==> config.mk <==
export PLATFORM = sky130hd
export DESIGN_NAME = bus_master_port
export DESIGN_NICKNAME = d
export VERILOG_FILES = /design/src/rtl/bus_pkg.sv /design/src/rtl/master_shift_reg.sv /design/src/rtl/bus_master_port.sv
export SDC_FILE = /design/constraint.sdc
export NUM_CORES = 1
export LEC_CHECK = 0
export ABC_AREA = 1
export CAP_MARGIN = 20
export CORE_MARGIN = 8
export CORE_UTILIZATION = 33
export CTS_CLUSTER_SIZE = 25
export DETAILED_ROUTE_END_ITERATION = 16
export DONT_BUFFER_PORTS = 1
export PLACE_DENSITY = 0.5
export SKIP_LAST_GASP = 1
export SYNTH_ARGS = -nofsm -noshare
export SYNTH_HDL_FRONTEND = slang
export SYNTH_SLANG_ARGS = --single-unit
==> constraint.sdc <==
create_clock -name sys_clk -period 1.5 [get_ports sys_clk]
set_input_delay 0.375 -clock sys_clk [delete_from_list [all_inputs] [get_ports sys_clk]]
set_output_delay 0.375 -clock sys_clk [all_outputs]
set_load 0.01 [all_outputs]
==> src/rtl/bus_pkg.sv <==
// Shared definitions for the bus master port: FSM encoding, mode and slave-id
// constants, default widths and the bit-counter width helper.
package bus_pkg;

    localparam int DEFAULT_ADDR_WIDTH = 12;
    localparam int DEFAULT_DATA_WIDTH = 8;

    localparam logic MODE_READ  = 1'b0;
    localparam logic MODE_WRITE = 1'b1;

    localparam logic [1:0] SLAVE_0 = 2'd0;
    localparam logic [1:0] SLAVE_1 = 2'd1;
    localparam logic [1:0] SLAVE_2 = 2'd2;
    localparam logic [1:0] SLAVE_3 = 2'd3;

    typedef enum logic [3:0] {
        ST_IDLE,
        ST_REQ,
        ST_SEL1,
        ST_WAIT_GRANT,
        ST_MODE,
        ST_ADDR,
        ST_WDATA,
        ST_RDATA,
        ST_WAIT_DONE,
        ST_DONE
    } state_t;

    // Counter must index the longer of the address and data phases.
    function automatic int cnt_width(input int aw, input int dw);
        return (aw > dw) ? $clog2(aw) : $clog2(dw);
    endfunction

endpackage

==> src/rtl/master_shift_reg.sv <==
// Combined PISO (address / write data out, LSB first) and SIPO (read data in,
// indexed by the bit count) with a shared phase bit counter.
module master_shift_reg
    import bus_pkg::*;
#(
    parameter int ADDR_WIDTH = DEFAULT_ADDR_WIDTH,
    parameter int DATA_WIDTH = DEFAULT_DATA_WIDTH,
    parameter int CNT_WIDTH  = cnt_width(ADDR_WIDTH, DATA_WIDTH)
) (
    input  logic                  sys_clk,
    input  logic                  sys_rst,
    input  logic                  load,
    input  logic [ADDR_WIDTH-1:0] load_addr,
    input  logic [DATA_WIDTH-1:0] load_data,
    input  logic                  cnt_clr,
    input  logic                  shift_en,
    input  logic                  sel_data,
    input  logic                  capture_en,
    input  logic                  sin,
    output logic                  sout,
    output logic [CNT_WIDTH-1:0]  cnt,
    output logic [DATA_WIDTH-1:0] rdata
);

    logic [ADDR_WIDTH-1:0] addr_sh_reg;
    logic [DATA_WIDTH-1:0] data_sh_reg;
    logic [CNT_WIDTH-1:0]  cnt_reg;
    logic [DATA_WIDTH-1:0] rdata_reg;
    logic [DATA_WIDTH-1:0] capture_mask;

    genvar gi;
    generate
        for (gi = 0; gi < DATA_WIDTH; gi++) begin : g_capture
            assign capture_mask[gi] = capture_en && (cnt_reg == CNT_WIDTH'(gi));
        end
    endgenerate

    always_ff @(posedge sys_clk or posedge sys_rst) begin
        if (sys_rst) begin
            addr_sh_reg <= '0;
            data_sh_reg <= '0;
            cnt_reg     <= '0;
            rdata_reg   <= '0;
        end else begin
            if (load) begin
                addr_sh_reg <= load_addr;
                data_sh_reg <= load_data;
                rdata_reg   <= '0;
            end else begin
                if (shift_en) begin
                    if (sel_data) begin
                        data_sh_reg <= data_sh_reg >> 1;
                    end else begin
                        addr_sh_reg <= addr_sh_reg >> 1;
                    end
                end
                rdata_reg <= (rdata_reg & ~capture_mask) | ({DATA_WIDTH{sin}} & capture_mask);
            end
            // A phase change clears the count even on the beat that ends the phase.
            if (cnt_clr) begin
                cnt_reg <= '0;
            end else if (shift_en || capture_en) begin
                cnt_reg <= cnt_reg + CNT_WIDTH'(1);
            end
        end
    end

    assign sout  = sel_data ? data_sh_reg[0] : addr_sh_reg[0];
    assign cnt   = cnt_reg;
    assign rdata = rdata_reg;

endmodule

==> src/rtl/bus_master_port.sv <==
// Local-request to arbiter handshake and serial bus transfer engine; the
// grant gates every serial beat so a split simply pauses the transfer.
module bus_master_port
    import bus_pkg::*;
#(
    parameter int ADDR_WIDTH = DEFAULT_ADDR_WIDTH,
    parameter int DATA_WIDTH = DEFAULT_DATA_WIDTH
) (
    input  logic                  sys_clk,
    input  logic                  sys_rst,
    input  logic                  start,
    input  logic                  mode,
    input  logic [1:0]            slave_id,
    input  logic [ADDR_WIDTH-1:0] addr,
    input  logic [DATA_WIDTH-1:0] wdata,
    output logic [DATA_WIDTH-1:0] rdata,
    output logic                  done,
    output logic                  err,
    output logic                  busy,
    output logic                  m_request,
    output logic                  m_slave_sel,
    input  logic                  m_grant,
    input  logic                  arbiter_busy,
    input  logic                  bus_busy,
    output logic                  m_dout,
    output logic                  m_dout_valid,
    input  logic                  m_din,
    input  logic                  m_din_valid,
    input  logic                  trans_done
);

    localparam int CNT_WIDTH = cnt_width(ADDR_WIDTH, DATA_WIDTH);
    localparam logic [CNT_WIDTH-1:0] ADDR_LAST = CNT_WIDTH'(ADDR_WIDTH - 1);
    localparam logic [CNT_WIDTH-1:0] DATA_LAST = CNT_WIDTH'(DATA_WIDTH - 1);

    state_t               state_reg, state_next;
    logic                 mode_reg;
    logic [1:0]           slave_id_reg;
    logic                 err_reg, err_next;
    logic                 load, shift_en, capture_en, cnt_clr, sel_data, sout;
    logic                 on_bus;
    logic [CNT_WIDTH-1:0] cnt;

    always_ff @(posedge sys_clk or posedge sys_rst) begin
        if (sys_rst) begin
            state_reg    <= ST_IDLE;
            mode_reg     <= MODE_READ;
            slave_id_reg <= SLAVE_0;
            err_reg      <= 1'b0;
        end else begin
            state_reg <= state_next;
            err_reg   <= err_next;
            if (load) begin
                mode_reg     <= mode;
                slave_id_reg <= slave_id;
            end
        end
    end

    assign on_bus = (state_reg inside {ST_MODE, ST_ADDR, ST_WDATA, ST_RDATA});

    always_comb begin
        state_next = state_reg;
        err_next   = err_reg;
        load       = 1'b0;
        shift_en   = 1'b0;
        capture_en = 1'b0;
        case (state_reg)
            ST_IDLE: begin
                if (start) begin
                    load       = 1'b1;
                    err_next   = 1'b0;
                    state_next = ST_REQ;
                end
            end
            ST_REQ:        if (!arbiter_busy && !bus_busy) state_next = ST_SEL1;
            ST_SEL1:       state_next = ST_WAIT_GRANT;
            ST_WAIT_GRANT: if (m_grant) state_next = ST_MODE;
            ST_MODE:       if (m_grant) state_next = ST_ADDR;
            ST_ADDR: begin
                if (m_grant) begin
                    shift_en = 1'b1;
                    if (cnt == ADDR_LAST) begin
                        state_next = (mode_reg == MODE_WRITE) ? ST_WDATA : ST_RDATA;
                    end
                end
            end
            ST_WDATA: begin
                if (m_grant) begin
                    shift_en = 1'b1;
                    if (cnt == DATA_LAST) state_next = ST_WAIT_DONE;
                end
            end
            ST_RDATA: begin
                if (m_grant && m_din_valid) begin
                    capture_en = 1'b1;
                    if (cnt == DATA_LAST) state_next = ST_WAIT_DONE;
                end
            end
            ST_WAIT_DONE:  if (trans_done) state_next = ST_DONE;
            ST_DONE:       state_next = ST_IDLE;
            default:       state_next = ST_IDLE;
        endcase
        // Early end-of-transfer from the slave wins over any beat in flight.
        if (on_bus && m_grant && trans_done) begin
            state_next = ST_DONE;
            err_next   = 1'b1;
            capture_en = 1'b0;
        end
    end

    assign cnt_clr  = (state_next != state_reg);
    assign sel_data = (state_reg == ST_WDATA);

    master_shift_reg #(
        .ADDR_WIDTH (ADDR_WIDTH),
        .DATA_WIDTH (DATA_WIDTH),
        .CNT_WIDTH  (CNT_WIDTH)
    ) u_shift (
        .sys_clk    (sys_clk),
        .sys_rst    (sys_rst),
        .load       (load),
        .load_addr  (addr),
        .load_data  (wdata),
        .cnt_clr    (cnt_clr),
        .shift_en   (shift_en),
        .sel_data   (sel_data),
        .capture_en (capture_en),
        .sin        (m_din),
        .sout       (sout),
        .cnt        (cnt),
        .rdata      (rdata)
    );

    assign done         = (state_reg == ST_DONE);
    assign err          = done && err_reg;
    assign busy         = (state_reg != ST_IDLE);
    assign m_request    = (state_reg inside {ST_REQ, ST_SEL1, ST_WAIT_GRANT});
    assign m_slave_sel  = (state_reg == ST_REQ)  ? slave_id_reg[0] :
                          (state_reg == ST_SEL1) ? slave_id_reg[1] : 1'b0;
    assign m_dout_valid = m_grant && (state_reg inside {ST_MODE, ST_ADDR, ST_WDATA});
    assign m_dout       = m_dout_valid && ((state_reg == ST_MODE) ? mode_reg : sout);

endmodule

==> metrics.yaml <==
outcome: "finished, violations left"
failed_checks: "negative setup slack"
period_needed_ns: 1.864
grt_antenna_before_repair: 0
grt_pass1_vias: 2149
port_buffers: 0
crit_end: "m_dout"
fillers: 573
rsz0062_at_grt: "yes"
ys_ff_latch: 40
seq_area_frac_synth: 0.4579
gr-usage-all-layers: 0.1326
fp.coreArea_mm2: 0.006386
post-route-period-util: 1.243
cp_max_fo: 4
finalSetupViolCount: 44
hpwl_um: 4336
io_pins: 47
ant_nets: 0
p_total_mw: 6.141
hp-class: "in -> async"
synth_cell_types: 28
clk_pin_slew_ns: 0.08
cap_violations: 0
cts_tree: "built"
cts_root_buffer: "clkbuf_8"
yosysWarnings: 0
worstSetupPathType: "reg -> out"
tightest_slew_ns: 0.4228
diodes: 0
drc: 0
timing.fmax_mhz: 536.5
vias: 2128
drtIter0Drc: 77
cts.sinks: 40
numCtsBuffers: 5
syn_area_per_cell_um2: 7.751
peakVddDrop_uv: 901.5
area_growth_pct: 57.18
place_ws_ns: -0.08999
gp_congestion: 0.8672
worst_ep_required_time_ns: 1.12
post_drt_wl_per_cell_um: 15.58
drive_above_1_share: 0.4900
grt_pass1_wl_um: 10430
end_kind: "primary output"
num_rows: 29
finalWorstSetupSlack_ns: -0.3639
hold_violations: 0
cts_max_level: 2
synth_nets: 318
die_y_um: 97.39
critPathLaunch: "state_reg[3]$_DFF_PP0_"
clock_latency_ns: 0.30
grt-ovfl-total: 0
finalNetCount: 386
initial_utilization: 0.3423
cts.path.max_buffers: 2
cp-start-kind: "register"
arrival_ns: 1.49
drv_slew: 0
drt-pass1-iter-count: 4
vias_per_cell: 4.972
rr_worst_depth: 15
syn_inst: 282
grt_max_degree: 41
dieArea_mm2: 0.009484
clock_skew_ns: 0.004275
r2r_slack_ns: -0.27
largest_reg_flops: 12
die_width_um: 97.39
slew_headroom: 0.7171
netlist_area_mm2: 0.002186
totalWireLength_um: 6668
p_per_area_mw_per_mm2: 1787
r2r-start: "state_reg[3]$_DFF_PP0_"
r2r_end: "u_shift.cnt[2]$_DFFE_PP0P_"
p_leak_nw: 1.565
-- layer usage --
metal	routed length, um	global-route usage
met5	0	0
met4	165	0.04196
met3	401	0.04765
met2	3258	0.2235
met1	2842	0.1519
-- per-stage QoR --
stage                       util  hold slack, ns  cell area, um2  setup TNS [ns]  instances
after floorplan                -          0.4492            2186               0        282
after global placement    0.4044          0.3453            2582          -1.084        395
after detailed placement  0.4044          0.3478            2582          -1.109        395
after CTS                 0.4681         0.02517            2989          -5.377        419
after global routing      0.5380         0.02717            3436          -11.73        428
final                     0.5380         0.01767            3436          -7.665        428
-- cell type report --
type                    count  area [um2]  share of cell area
well taps                  77       96.34             0.02804
repair buffers             67       648.1              0.1886
flip-flops and latches     40        1005              0.2924
clock buffers               6       72.57             0.02112
multi-input cells         201        1436              0.4181
inverters                  35       142.6             0.04151
clock inverters             2       35.03             0.01020
-- where the power goes --
| part | internal [mW] | switching [mW] |
|---|---|---|
| clock network | 0.494 | 0.397 |
| logic | 1.72 | 1.76 |
| registers | 1.46 | 0.309 |
-- cells in the mapped netlist --
cell      instances  area [um2]
inv_2             5       18.77
nand2_2           1       6.260
o21ai_2           1       8.760
nand2_1          59       221.5
ha_1              4       50.05
dfrtp_1          40        1001
nand3_1          16       80.08
buf_4             1       7.510
nand3b_1          1       7.510
nor2_2            5       31.28
inv_1            29       108.9
clkinv_1          1       3.750
nor2_4            3       33.78
nor2_1           47       176.4
clkbuf_1          4       15.01
o221a_2           1       11.26
nand2_4           1       11.26
o21ai_0          17       85.08
o211ai_1          1       7.510
xor2_1            3       26.28
nand3_2           5       50.05
nand3_4           1       17.52
a31oi_1           2       12.51
a21oi_1          10       50.05
nand4_1           4       25.02
buf_2             1       5.000
nor3_1            4       20.02
o22ai_1          15       93.84
-- how the worst min path moves through the flow --
stage,startpoint,endpoint,slack (ns)
5_1_grt,sys_rst,u_shift.rdata[4]$_DFF_PP0_,0.03
3_5_place_dp,sys_rst,u_shift.rdata[4]$_DFF_PP0_,0.35
4_1_cts,sys_rst,u_shift.rdata[4]$_DFF_PP0_,0.03
3_3_place_gp,sys_rst,u_shift.rdata[3]$_DFF_PP0_,0.35
6_report,sys_rst,u_shift.rdata[0]$_DFF_PP0_,0.02
2_1_floorplan,slave_id_reg[0]$_DFFE_PP0P_,slave_id_reg[0]$_DFFE_PP0P_,0.45
-- repair_timing --
action,in CTS,in global routing
gates cloned,2,0
hold buffers,0,0
setup endpoints to repair,31,46
resized for setup,40,108
pin swaps,12,32
setup buffers,14,13
-- layout by cell type (no fill, tap or decap), types with 7 or more instances in the layout --
cell      n
inv_1    26
buf_6    16
o21ai_2   9
nand2_1  39
nor2_2    7
dfrtp_1  37
buf_4    44
nor2_4   12
nand3_2  14
nand2_2  13
a21oi_1   7
nor2_1   36
o22ai_2   9
-- kinds of logic (layout without fill, tap and decap cells) --
| kind of cell | Yosys count | in the layout | synth area share |
|---|---|---|---|
| AO/OA/AOI/OAI | 47 | 47 | 0.1231 |
| flip-flops | 40 | 40 | 0.4579 |
| AND/OR/NAND/NOR | 147 | 147 | 0.3114 |
| buffers and inverters | 41 | 110 | 0.07269 |
| adder cells (fa/ha/maj) | 4 | 4 | 0.02290 |
| XOR/XNOR | 3 | 3 | 0.01202 |
-- critical path, cell delays in order, from the launching register on --
cell     delay (ns)
dfrtp_1        0.42
inv_2          0.12
nand2_4        0.09
nor2_4         0.17
nor2_1         0.05
a21oi_1        0.12
a21oi_1        0.08
buf_4          0.15
(Power assumes the default switching activity.)
